==> src/rtl/fpu_pkg.sv <==
// Shared encodings for the single-precision add/subtract unit:
// op codes, rounding modes, flag positions and FSM states.
package fpu_pkg;

    localparam int MDF_OP_WIDTH = 4;
    localparam logic [MDF_OP_WIDTH-1:0] MDF_OP_FAD = 4'h4;
    localparam logic [MDF_OP_WIDTH-1:0] MDF_OP_FSB = 4'h5;

    // Codes 101-111 fall through to round-to-nearest-even.
    localparam logic [2:0] RM_RNE = 3'b000;
    localparam logic [2:0] RM_RTZ = 3'b001;
    localparam logic [2:0] RM_RDN = 3'b010;
    localparam logic [2:0] RM_RUP = 3'b011;
    localparam logic [2:0] RM_RMM = 3'b100;

    localparam int FLAG_NV = 4;
    localparam int FLAG_DZ = 3;
    localparam int FLAG_OF = 2;
    localparam int FLAG_UF = 1;
    localparam int FLAG_NX = 0;

    localparam logic [31:0] DEFAULT_NAN = 32'hffc00000;
    localparam int          QNAN_BIT    = 22;

    // One state per cycle of the fixed acceptance-to-response latency.
    localparam int LAT = 4;
    typedef enum logic [$clog2(LAT)-1:0] {
        ST_IDLE,
        ST_ALIGN,
        ST_ADD,
        ST_NORM
    } state_t;

endpackage

==> src/rtl/fp_addsub_unit_if.sv <==
// Request/response bus between an initiator and the add/subtract unit.
// The unit is the responder (slave modport).
interface fp_addsub_unit_if;

    logic                             req_valid;
    logic                             req_ready;
    logic [fpu_pkg::MDF_OP_WIDTH-1:0] req_op;
    logic [2:0]                       req_rm;
    logic [31:0]                      req_in_1;
    logic [31:0]                      req_in_2;
    logic                             resp_valid;
    logic [31:0]                      resp_fresult;
    logic [4:0]                       resp_fflag;

    modport master (
        output req_valid, req_op, req_rm, req_in_1, req_in_2,
        input  req_ready, resp_valid, resp_fresult, resp_fflag
    );

    modport slave (
        input  req_valid, req_op, req_rm, req_in_1, req_in_2,
        output req_ready, resp_valid, resp_fresult, resp_fflag
    );

endinterface

==> src/rtl/fp_lzc28.sv <==
// Combinational leading-zero counter over a 28-bit value.
// Returns 28 for an all-zero input.
module fp_lzc28 (
    input  logic [27:0] value,
    output logic [4:0]  count
);

    // Scanning upward lets the most significant set bit win.
    always_comb begin
        count = 5'd28;
        for (int i = 0; i < 28; i++) begin
            if (value[i]) count = 5'(27 - i);
        end
    end

endmodule

==> src/rtl/fp_addsub_unit.sv <==
// Four-cycle IEEE-754 single-precision add/subtract responder:
// capture, align, add, normalize/round, then a one-cycle result strobe.
module fp_addsub_unit
    import fpu_pkg::*;
#(
    parameter int OP_W = MDF_OP_WIDTH
) (
    input  logic           clk,
    input  logic           reset,
    fp_addsub_unit_if.slave bus
);

    state_t state, state_nxt;

    logic [31:0]     x_q, y_q;
    logic [OP_W-1:0] op_q;
    logic [2:0]      rm_q;

    logic        sign_a_q, sub_q, spec_q, spec_nv_q, bad_op_q;
    logic [31:0] spec_res_q;
    logic [7:0]  exp_a_q;
    logic [26:0] ma_q, mb_q;

    logic [27:0] sum_q;
    logic        sign_q;

    always_ff @(posedge clk) begin
        if (reset) state <= ST_IDLE;
        else       state <= state_nxt;
    end

    always_comb begin
        state_nxt     = state;
        bus.req_ready = 1'b0;
        case (state)
            ST_IDLE: begin
                bus.req_ready = 1'b1;
                if (bus.req_valid) state_nxt = ST_ALIGN;
            end
            ST_ALIGN: state_nxt = ST_ADD;
            ST_ADD:   state_nxt = ST_NORM;
            ST_NORM:  state_nxt = ST_IDLE;
            default:  state_nxt = ST_IDLE;
        endcase
    end

    always_ff @(posedge clk) begin
        if (state == ST_IDLE && bus.req_valid) begin
            x_q  <= bus.req_in_1;
            y_q  <= bus.req_in_2;
            op_q <= bus.req_op;
            rm_q <= bus.req_rm;
        end
    end

    logic        sign_y_eff, x_nan, y_nan, x_snan, y_snan, x_inf, y_inf, swap, sticky;
    logic        spec, spec_nv;
    logic [31:0] spec_res;
    logic [7:0]  ex_eff, ey_eff, exp_diff;
    logic [23:0] sig_x, sig_y;
    logic [26:0] big_ext, small_ext, small_shifted;
    logic [4:0]  shamt;

    // Subnormals use exponent 1 with a clear hidden bit; shifts beyond 27 only feed sticky.
    always_comb begin
        sign_y_eff = y_q[31] ^ (op_q == MDF_OP_FSB);
        x_nan  = (&x_q[30:23]) & (|x_q[22:0]);
        y_nan  = (&y_q[30:23]) & (|y_q[22:0]);
        x_snan = x_nan & ~x_q[QNAN_BIT];
        y_snan = y_nan & ~y_q[QNAN_BIT];
        x_inf  = (&x_q[30:23]) & ~(|x_q[22:0]);
        y_inf  = (&y_q[30:23]) & ~(|y_q[22:0]);
        ex_eff = (x_q[30:23] == 8'd0) ? 8'd1 : x_q[30:23];
        ey_eff = (y_q[30:23] == 8'd0) ? 8'd1 : y_q[30:23];
        sig_x  = {|x_q[30:23], x_q[22:0]};
        sig_y  = {|y_q[30:23], y_q[22:0]};
        swap      = ey_eff > ex_eff;
        big_ext   = swap ? {sig_y, 3'b000} : {sig_x, 3'b000};
        small_ext = swap ? {sig_x, 3'b000} : {sig_y, 3'b000};
        exp_diff  = swap ? (ey_eff - ex_eff) : (ex_eff - ey_eff);
        shamt     = (exp_diff > 8'd27) ? 5'd27 : exp_diff[4:0];
        small_shifted = small_ext >> shamt;
        sticky        = (small_shifted << shamt) != small_ext;

        spec     = 1'b1;
        spec_nv  = 1'b0;
        spec_res = 32'd0;
        if (x_nan) begin
            spec_res = x_q | (32'd1 << QNAN_BIT);
            spec_nv  = x_snan | y_snan;
        end else if (y_nan) begin
            spec_res = y_q | (32'd1 << QNAN_BIT);
            spec_nv  = y_snan;
        end else if (x_inf && y_inf && (x_q[31] != sign_y_eff)) begin
            spec_res = DEFAULT_NAN;
            spec_nv  = 1'b1;
        end else if (x_inf) begin
            spec_res = x_q;
        end else if (y_inf) begin
            spec_res = {sign_y_eff, 31'h7f800000};
        end else begin
            spec = 1'b0;
        end
    end

    always_ff @(posedge clk) begin
        if (state == ST_ALIGN) begin
            sign_a_q   <= swap ? sign_y_eff : x_q[31];
            sub_q      <= x_q[31] ^ sign_y_eff;
            exp_a_q    <= swap ? ey_eff : ex_eff;
            ma_q       <= big_ext;
            mb_q       <= small_shifted | {26'd0, sticky};
            spec_q     <= spec;
            spec_nv_q  <= spec_nv;
            spec_res_q <= spec_res;
            bad_op_q   <= (op_q != MDF_OP_FAD) && (op_q != MDF_OP_FSB);
        end
    end

    logic [27:0] raw;
    logic        neg;

    always_comb begin
        raw = sub_q ? ({1'b0, ma_q} - {1'b0, mb_q}) : ({1'b0, ma_q} + {1'b0, mb_q});
        neg = sub_q & raw[27];
    end

    always_ff @(posedge clk) begin
        if (state == ST_ADD) begin
            sum_q  <= neg ? (~raw + 28'd1) : raw;
            sign_q <= sign_a_q ^ neg;
        end
    end

    logic [4:0]  lz;
    logic [8:0]  exp_in, sh_want, sh_max, sh, exp_n, exp_field;
    logic [26:0] mant;
    logic [31:0] pre, rnd, norm_res;
    logic [4:0]  norm_flg;
    logic        inexact, round_up, ovf, to_inf, zero_sign;

    fp_lzc28 u_lzc (
        .value (sum_q),
        .count (lz)
    );

    // Left shift stops at exponent 1, which yields a subnormal with a clear hidden bit.
    always_comb begin
        exp_in  = {1'b0, exp_a_q};
        sh_want = {4'd0, lz} - 9'd1;
        sh_max  = exp_in - 9'd1;
        sh      = (sh_want < sh_max) ? sh_want : sh_max;
        if (sum_q[27]) begin
            mant  = {sum_q[27:2], sum_q[1] | sum_q[0]};
            exp_n = exp_in + 9'd1;
        end else begin
            mant  = sum_q[26:0] << sh;
            exp_n = exp_in - sh;
        end
        exp_field = mant[26] ? exp_n : 9'd0;
        inexact   = |mant[2:0];
        case (rm_q)
            RM_RNE:  round_up = mant[2] & (mant[1] | mant[0] | mant[3]);
            RM_RTZ:  round_up = 1'b0;
            RM_RDN:  round_up = inexact & sign_q;
            RM_RUP:  round_up = inexact & ~sign_q;
            RM_RMM:  round_up = mant[2];
            default: round_up = mant[2] & (mant[1] | mant[0] | mant[3]);
        endcase
        pre = {exp_field, mant[25:3]};
        rnd = pre + {31'd0, round_up};
        ovf = rnd[31:23] >= 9'd255;
        case (rm_q)
            RM_RTZ:  to_inf = 1'b0;
            RM_RDN:  to_inf = sign_q;
            RM_RUP:  to_inf = ~sign_q;
            default: to_inf = 1'b1;
        endcase
        zero_sign = sub_q ? (rm_q == RM_RDN) : sign_a_q;

        norm_res = 32'd0;
        norm_flg = 5'd0;
        if (bad_op_q) begin
            norm_res = 32'd0;
        end else if (spec_q) begin
            norm_res          = spec_res_q;
            norm_flg[FLAG_NV] = spec_nv_q;
        end else if (sum_q == 28'd0) begin
            norm_res = {zero_sign, 31'd0};
        end else if (ovf) begin
            norm_res          = to_inf ? {sign_q, 31'h7f800000} : {sign_q, 31'h7f7fffff};
            norm_flg[FLAG_OF] = 1'b1;
            norm_flg[FLAG_NX] = 1'b1;
        end else begin
            norm_res          = {sign_q, rnd[30:0]};
            norm_flg[FLAG_NX] = inexact;
            norm_flg[FLAG_UF] = inexact & (rnd[30:23] == 8'd0);
        end
    end

    always_ff @(posedge clk) begin
        if (reset) begin
            bus.resp_valid   <= 1'b0;
            bus.resp_fresult <= 32'd0;
            bus.resp_fflag   <= 5'd0;
        end else begin
            bus.resp_valid <= (state == ST_NORM);
            if (state == ST_NORM) begin
                bus.resp_fresult <= norm_res;
                bus.resp_fflag   <= norm_flg;
            end
        end
    end

endmodule

==> src/flat_wrapper.sv <==
// flat-port wrapper written by rule: the top's interface ports become plain ports
module fp_addsub_unit_flat import fpu_pkg::*;
#(
    parameter int OP_W = MDF_OP_WIDTH
)
  (clk, reset, bus_req_valid, bus_req_op, bus_req_rm, bus_req_in_1, bus_req_in_2, bus_req_ready, bus_resp_valid, bus_resp_fresult, bus_resp_fflag);
  fp_addsub_unit_if bus_i ();
  input  logic clk;
  input  logic reset;
  input wire logic [$bits(bus_i.req_valid)-1:0] bus_req_valid;
  input wire logic [$bits(bus_i.req_op)-1:0] bus_req_op;
  input wire logic [$bits(bus_i.req_rm)-1:0] bus_req_rm;
  input wire logic [$bits(bus_i.req_in_1)-1:0] bus_req_in_1;
  input wire logic [$bits(bus_i.req_in_2)-1:0] bus_req_in_2;
  output wire logic [$bits(bus_i.req_ready)-1:0] bus_req_ready;
  output wire logic [$bits(bus_i.resp_valid)-1:0] bus_resp_valid;
  output wire logic [$bits(bus_i.resp_fresult)-1:0] bus_resp_fresult;
  output wire logic [$bits(bus_i.resp_fflag)-1:0] bus_resp_fflag;
  assign bus_i.req_valid = bus_req_valid;
  assign bus_i.req_op = bus_req_op;
  assign bus_i.req_rm = bus_req_rm;
  assign bus_i.req_in_1 = bus_req_in_1;
  assign bus_i.req_in_2 = bus_req_in_2;
  assign bus_req_ready = bus_i.req_ready;
  assign bus_resp_valid = bus_i.resp_valid;
  assign bus_resp_fresult = bus_i.resp_fresult;
  assign bus_resp_fflag = bus_i.resp_fflag;
  fp_addsub_unit #(.OP_W(OP_W)) u_core (.clk(clk), .reset(reset), .bus(bus_i));
endmodule
==> config.mk <==
export PLATFORM = sky130hd
export DESIGN_NAME = fp_addsub_unit_flat
export DESIGN_NICKNAME = d
export VERILOG_FILES = /design/src/rtl/fpu_pkg.sv /design/src/rtl/fp_addsub_unit_if.sv /design/src/rtl/fp_lzc28.sv /design/src/rtl/fp_addsub_unit.sv /design/src/flat_wrapper.sv
export SDC_FILE = /design/constraint.sdc
export NUM_CORES = 1
export LEC_CHECK = 0
export ABC_CLOCK_PERIOD_IN_PS = 14700
export CAP_MARGIN = 5
export CORE_ASPECT_RATIO = 1.5
export CORE_MARGIN = 2
export CORE_UTILIZATION = 30
export CTS_CLUSTER_SIZE = 24
export DETAILED_ROUTE_END_ITERATION = 10
export DONT_BUFFER_PORTS = 1
export PLACE_DENSITY_LB_ADDON = 0.15
export SLEW_MARGIN = 20
export SYNTH_ARGS = -nofsm -noshare
export SYNTH_HDL_FRONTEND = slang
export SYNTH_SLANG_ARGS = --single-unit
export TNS_END_PERCENT = 1
==> constraint.sdc <==
create_clock -name clk -period 14.7 [get_ports clk]
set_clock_uncertainty 0.2 [all_clocks]
set_input_delay 0 -clock clk [delete_from_list [all_inputs] [get_ports clk]]
set_output_delay 0 -clock clk [all_outputs]
set_load 0.02 [all_outputs]
### Word level (Yosys, flattened, before mapping)

Cells that the tools add are included.

| word-level totals | value |
|---|---|
| register bits | 238 |
| latch bits | 0 |
| memory bits (writable) | 0 |
| ROM bits | 0 |
| input bits | 74 |
| memories kept | 0 |

| cells by class | value |
|---|---|
| $add $sub $neg | 10 |
| $mul | 0 |
| div/mod/pow operators | 0 |
| $lt $le $gt $ge | 4 |
| eq/ne operators | 13 |
| shift operators | 3 |
| multiplexer cells | 70 |
| bitwise gates (word level) | 25 |
| reduce and logical (&&, ||, !) cells | 18 |

Operator list:

| kind | number |
|---|---|
| $mux 32 | 8 |
| $mux 5 | 28 |
| $mux 27 | 3 |
| $mux 28 | 2 |
| $reduce_or 23->1 | 2 |
| $add 32x1->32 | 1 |
| $mux 8 | 4 |
| $mux 31 | 1 |
| $add 27x27->28 | 1 |
| $add 28x1->28 const B | 1 |
| $logic_not 28->1 | 1 |
| $not 28->28 | 1 |
| $sub 27x27->28 | 1 |
| $mux 9 | 3 |
| $ne 27x27->1 | 1 |
| $or 27x1->27 | 1 |
| $shl 27x5->27 | 1 |
| $shl 27x9->27 | 1 |
| $shr 27x5->27 | 1 |
| $logic_not 8->1 | 3 |
| $mux 24 | 1 |
| $reduce_and 8->1 | 2 |
| $reduce_or 8->1 | 2 |
| $sub 8x8->8 | 2 |
| other kinds (31) | 71 |

### Longest topological paths before layout

| logic depth | value |
|---|---|
| depth in word-level cells | 44 |
| mapped depth | 41 |
| depth with buffers taken out | 34 |

### Cells and area by module

A second synthesis with hierarchy kept.

| second synthesis, totals | value |
|---|---|
| cells, all modules | 2223 |
| area total of the unflattened synthesis | 19486.2 um^2 |

By module, submodules not included:

| module | times used | cells an instance | area an instance (um^2) |
|---|---|---|---|
| fp_addsub_unit | 1 | 2163 | 19149.6 |
| fp_lzc28 | 1 | 60 | 336.6 |

### Least setup slack after synthesis

OpenSTA, ideal clock, no wires.

| path | value |
|---|---|
| path type | register -> register |
| start point | register u_core.sum_q[27] |
| end point | register u_core.bus.resp_fresult[17] |
| setup time | 120 ps |
| arrival time | 8272 ps |
| data required time | 14380 ps |
| setup slack | 6109 ps |
| stages on the path, launching flop included | 37 |
| cells stage by stage | edfxtp_1 clkbuf_1 buf_1 clkbuf_1 buf_1 clkbuf_1 clkbuf_1 nor2_1 nand2_1 ha_1 clkbuf_1 clkbuf_1 inv_1 ha_1 a211oi_2 o21ai_1 a221oi_4 and2_1 a21boi_2 nor2_2 inv_4 buf_6 buf_2 buf_2 ha_1 nor2b_1 fa_1 and2_1 o311ai_0 or4b_2 nor4_1 mux2i_1 o211a_1 nand4_2 nor3b_4 buf_6 a211o_1 |

| between the ends | value |
|---|---|
| longest elaborated chain between the ends | 16 |
| elaborated cells between the ends (all ways) | 23 |

Ends and longest elaborated chain:

| element | line | source |
|---|---|---|
| start, declared | fp_addsub_unit.sv:24 | `logic [27:0] sum_q;` |
| start signal, assigned | fp_addsub_unit.sv:130 | `sum_q <= neg ? (~raw + 28'd1) : raw;` |
| $mux 5 | fp_lzc28.sv:12 | `if (value[i]) count = 5'(27 - i);` |
| $sub 5x1->6 | fp_addsub_unit.sv:150 | `sh_want = {4'd0, lz} - 9'd1;` |
| $lt 9x9->1 | fp_addsub_unit.sv:152 | `sh = (sh_want < sh_max) ? sh_want : sh_max;` |
| $mux 9 | fp_addsub_unit.sv:152 |  |
| $shl 27x9->27 | fp_addsub_unit.sv:157 | `mant = sum_q[26:0] << sh;` |
| $mux 27 | fp_addsub_unit.sv:153 | `if (sum_q[27]) begin` |
| $or 1x1->1 (2 in series) | fp_addsub_unit.sv:163, fp_addsub_unit.sv:168 |  |
| $and 1x1->1 | fp_addsub_unit.sv:163, fp_addsub_unit.sv:168 |  |
| $pmux 1 s4 | fp_addsub_unit.sv:162 | `case (rm_q)` |
| $add 32x1->32 | fp_addsub_unit.sv:171 | `rnd = pre + {31'd0, round_up};` |
| $ge 9x8->1 | fp_addsub_unit.sv:172 | `ovf = rnd[31:23] >= 9'd255;` |
| $mux 31 | fp_addsub_unit.sv:190 | `end else if (ovf) begin` |
| $mux 32 * | fp_addsub_unit.sv:188 | `end else if (sum_q == 28'd0) begin` |
| $mux 32 * | fp_addsub_unit.sv:185 | `end else if (spec_q) begin` |
| $mux 32 * | fp_addsub_unit.sv:183 | `if (bad_op_q) begin` |
| end signal, assigned | fp_addsub_unit.sv:209 | `bus.resp_fresult <= norm_res;` |
| end, declared | fp_addsub_unit_if.sv:22 | `output req_ready, resp_valid, resp_fresult, resp_fflag` |

Mark *: on every way between the ends. The rest lies on a longest branch, timed or not.
A chain may end at the register's enable or synchronous reset.

### Worst setup path after layout

| path | value |
|---|---|
| start point | register u_core.sum_q[15] |
| end point | register u_core.bus.resp_fresult[10] |

| between the ends | value |
|---|---|
| longest elaborated chain between the ends | 28 |
| elaborated cells between the ends (all ways) | 35 |

Ends and longest elaborated chain:

| element | line |
|---|---|
| $mux 5 (13 in series) | fp_lzc28.sv:12 |
| $sub 5x1->6 | fp_addsub_unit.sv:150 |
| $lt 9x9->1 | fp_addsub_unit.sv:152 |
| $mux 9 | fp_addsub_unit.sv:152 |
| $shl 27x9->27 | fp_addsub_unit.sv:157 |
| $mux 27 | fp_addsub_unit.sv:153 |
| $or 1x1->1 (2 in series) | fp_addsub_unit.sv:163, fp_addsub_unit.sv:168 |
| $and 1x1->1 | fp_addsub_unit.sv:163, fp_addsub_unit.sv:168 |
| $pmux 1 s4 | fp_addsub_unit.sv:162 |
| $add 32x1->32 | fp_addsub_unit.sv:171 |
| $ge 9x8->1 | fp_addsub_unit.sv:172 |
| $mux 31 | fp_addsub_unit.sv:190 |
| $mux 32 * | fp_addsub_unit.sv:188 |
| $mux 32 * | fp_addsub_unit.sv:185 |
| $mux 32 * | fp_addsub_unit.sv:183 |

Marks and branches as above.

==> flow_metrics.env <==
export IMPL_status="completed"
export IMPL_pin_count=113
export IMPL_grt_util_met1=0.305
export IMPL_fin_setup_tns_ns=0
export IMPL_grt_usage=0.281
export IMPL_synth_avg_cell_area_um2=8.61
export IMPL_critPathMaxStageDelay_ns=0.87
export IMPL_crit_path_end_kind="flop"
export IMPL_synthToLayoutAreaGrowth_pct=15.9
export IMPL_syn_nets=2564
export IMPL_yosys_warnings=0
export IMPL_vias_per_cell=6.12
export IMPL_finalNetCount=2639
export IMPL_seq_area_frac_synth=0.320
export IMPL_antenna_found_initial=0
export IMPL_reg2reg_slack_ns=4.66
export IMPL_place_congestion=1.06
export IMPL_crit_path_frequent_cell="ha_1"
export IMPL_cts_resized=0
export IMPL_syn_cell_area_um2=20800
export IMPL_use_met2=0.501
export IMPL_synthFlopType="edfxtp_1"
export IMPL_worstPathArrival_ns=10.35
export IMPL_via_count=20907
export IMPL_drv_slew=0
export IMPL_initial_utilization=0.302
export IMPL_fillers=7061
export IMPL_synth_top_area_frac=0.282
export IMPL_slowest_stage="a211oi_4"
export IMPL_cp_start_kind="flop"
export IMPL_cts_buffers=26
export IMPL_wl_um=102000
export IMPL_clk_latency_ns=0.57
export IMPL_top_usage_layer="met2"
export IMPL_max_slew_worst_pin_slew_ns=1.13
export IMPL_crit_required_ns=15.01
export IMPL_grt_pass1_vias=21002
export IMPL_grt_overflow=0
export IMPL_antenna_left=0
export IMPL_layout_common_cells="nor2_1 (218), nand2_1 (212), edfxtp_1 (196), dlygate4sd3_1 (146), a21oi_1 (140)"
export IMPL_timing_max_cap_violations=0
export IMPL_cts_tree="built"
export IMPL_drc=0
export IMPL_synth_edf_count=196
export IMPL_synthTopCellsByArea="edfxtp_1 (28%), mux2i_1 (5.2%), nor2_1 (4.0%)"
export IMPL_wl_per_cell_um=29.9
export IMPL_row_count=118
export IMPL_diodes=0
export IMPL_htreeDepth=1
export IMPL_die_area_um2=71700
export IMPL_numPortBuffers=0
export IMPL_rsz0062_at_grt="no"
export IMPL_core_um2=68900
export IMPL_mostFrequentLayoutCell="nor2_1"
export IMPL_die_w_um=219
export IMPL_drive_gt1_frac=0.105
export IMPL_hold_viol=0
export IMPL_crit_path_max_fanout=34
export IMPL_path_clk_slew_ns=0.07
export IMPL_max_slew_margin=0.225
export IMPL_hold_path_class="in2reg"
export IMPL_min_period_over_period=0.683
export IMPL_grt_pass1_wl_um=147000
export IMPL_clock_path_buffers=3
export IMPL_dpl_hpwl_um=77800
export IMPL_netlist_instances=2422
export IMPL_async_flop_share=0
export IMPL_grt_use_met3=0.0254
export IMPL_synth_seq_cells=235
export IMPL_grt_max_degree=75
export IMPL_root_buffer="clkbuf_16"
export IMPL_min_period_ns=10.04
export IMPL_drt_pass1_iterations=6
export IMPL_synth_top_area_cell="edfxtp_1"
export IMPL_setup_violations=0
export IMPL_critPathKind="reg2reg"
export IMPL_max_freq_mhz=99.6
export IMPL_drt_iter0_drc=1950
export IMPL_die_h_um=327
export IMPL_cts_num_sinks=235
export IMPL_synthDistinctLibCells=118
-- per-layer routing --
layer / wire, um / vias up
met4: 9760 / 0
met5: 0 / -
met1: 37200 / 10268
li1: - / 9398
met3: 4110 / 332
met2: 51200 / 909
-- logic make-up (layout without fill, tap and decap cells) --
kind of cell,count (synthesis),count (layout),share of synthesized area
mux,156,156,0.0781
xor+xnor,124,124,0.0521
simple gates,861,861,0.206
fa+ha+maj,68,68,0.0419
other cells,1,1,0.000180
buf+inv,245,340,0.0505
flops,235,235,0.320
compound gates,732,732,0.252
-- worst max-delay path, delay by kind of cell (launching register included) --
family,cells,cell delay (ns)
buffers and inverters,5,1.16
adder cells (fa/ha/maj),4,0.99
XOR/XNOR,1,0.18
AND/OR/NAND/NOR,8,2.28
flip-flops,1,0.56
AO/OA/AOI/OAI,15,4.57
-- area by class of cell --
| type | instances | area (um2) | share of cell area |
|---|---|---|---|
| clock buffers | 35 | 704 | 0.0291 |
| clock inverters | 13 | 110 | 0.00455 |
| inverters | 73 | 277 | 0.0114 |
| multi-input cells | 1942 | 13300 | 0.549 |
| flip-flops and latches | 235 | 6670 | 0.276 |
| well taps | 900 | 1130 | 0.0466 |
| repair buffers | 219 | 2020 | 0.0836 |
-- stage by stage --
step / hold WS (ns) / setup WS (ns) / util / cell area [um2] / std cells
final: 0.137 / 4.66 / 0.351 / 24200 / 3417
after global routing: 0.136 / 3.91 / 0.351 / 24200 / 3417
after CTS: 0.0900 / 4.96 / 0.350 / 24100 / 3416
after detailed placement: -0.126 / 4.99 / 0.317 / 21800 / 3221
after global placement: -0.127 / 5.05 / 0.317 / 21800 / 3221
after floorplan: -0.101 / 6.11 / - / 20900 / 2422
-- sequential cells by signal, indices dropped and copies added, names as in the netlist, 2 cells and up --
signal                   flops
u_core.mb_q                 27
u_core.exp_a_q               8
u_core.state                 2
u_core.sum_q                28
u_core.bus.resp_fflag        4
u_core.rm_q                  3
u_core.spec_res_q           32
u_core.ma_q                 24
u_core.op_q                  4
u_core.bus.resp_fresult     32
u_core.x_q                  32
u_core.y_q                  32
-- Yosys cell counts, drive strengths merged, types with 36 or more instances --
cell and n:
nand4 36, a21oi 143, o21ai 140, clkbuf 116, edfxtp 196, ha 65
buf 56, mux2i 109, nor4 57, a22oi 43, nand3 74, xnor2 91
mux2 47, inv 73, dfxtp 39, nand2 215, nor2 221, nor3 101
-- path summary, 6_finish.rpt --
path	from	to	depth (start not counted)
worst max-delay path	u_core.sum_q[15]	u_core.bus.resp_fresult[10]	33
worst min-delay path	reset	u_core.bus.resp_valid	3
worst max register to register	u_core.sum_q[15]	u_core.bus.resp_fresult[10]	33
worst min register to register	u_core.spec_res_q[27]	u_core.bus.resp_fresult[27]	2
-- repair_timing --
action                                 in CTS  in global routing
hold buffers                              147                  0
buffers inserted                            0                  0
endpoints found under the hold margin     181                  0
Power is not shown: default switching activity piles up to over one toggle a cycle in this logic, so the estimate is an artifact.
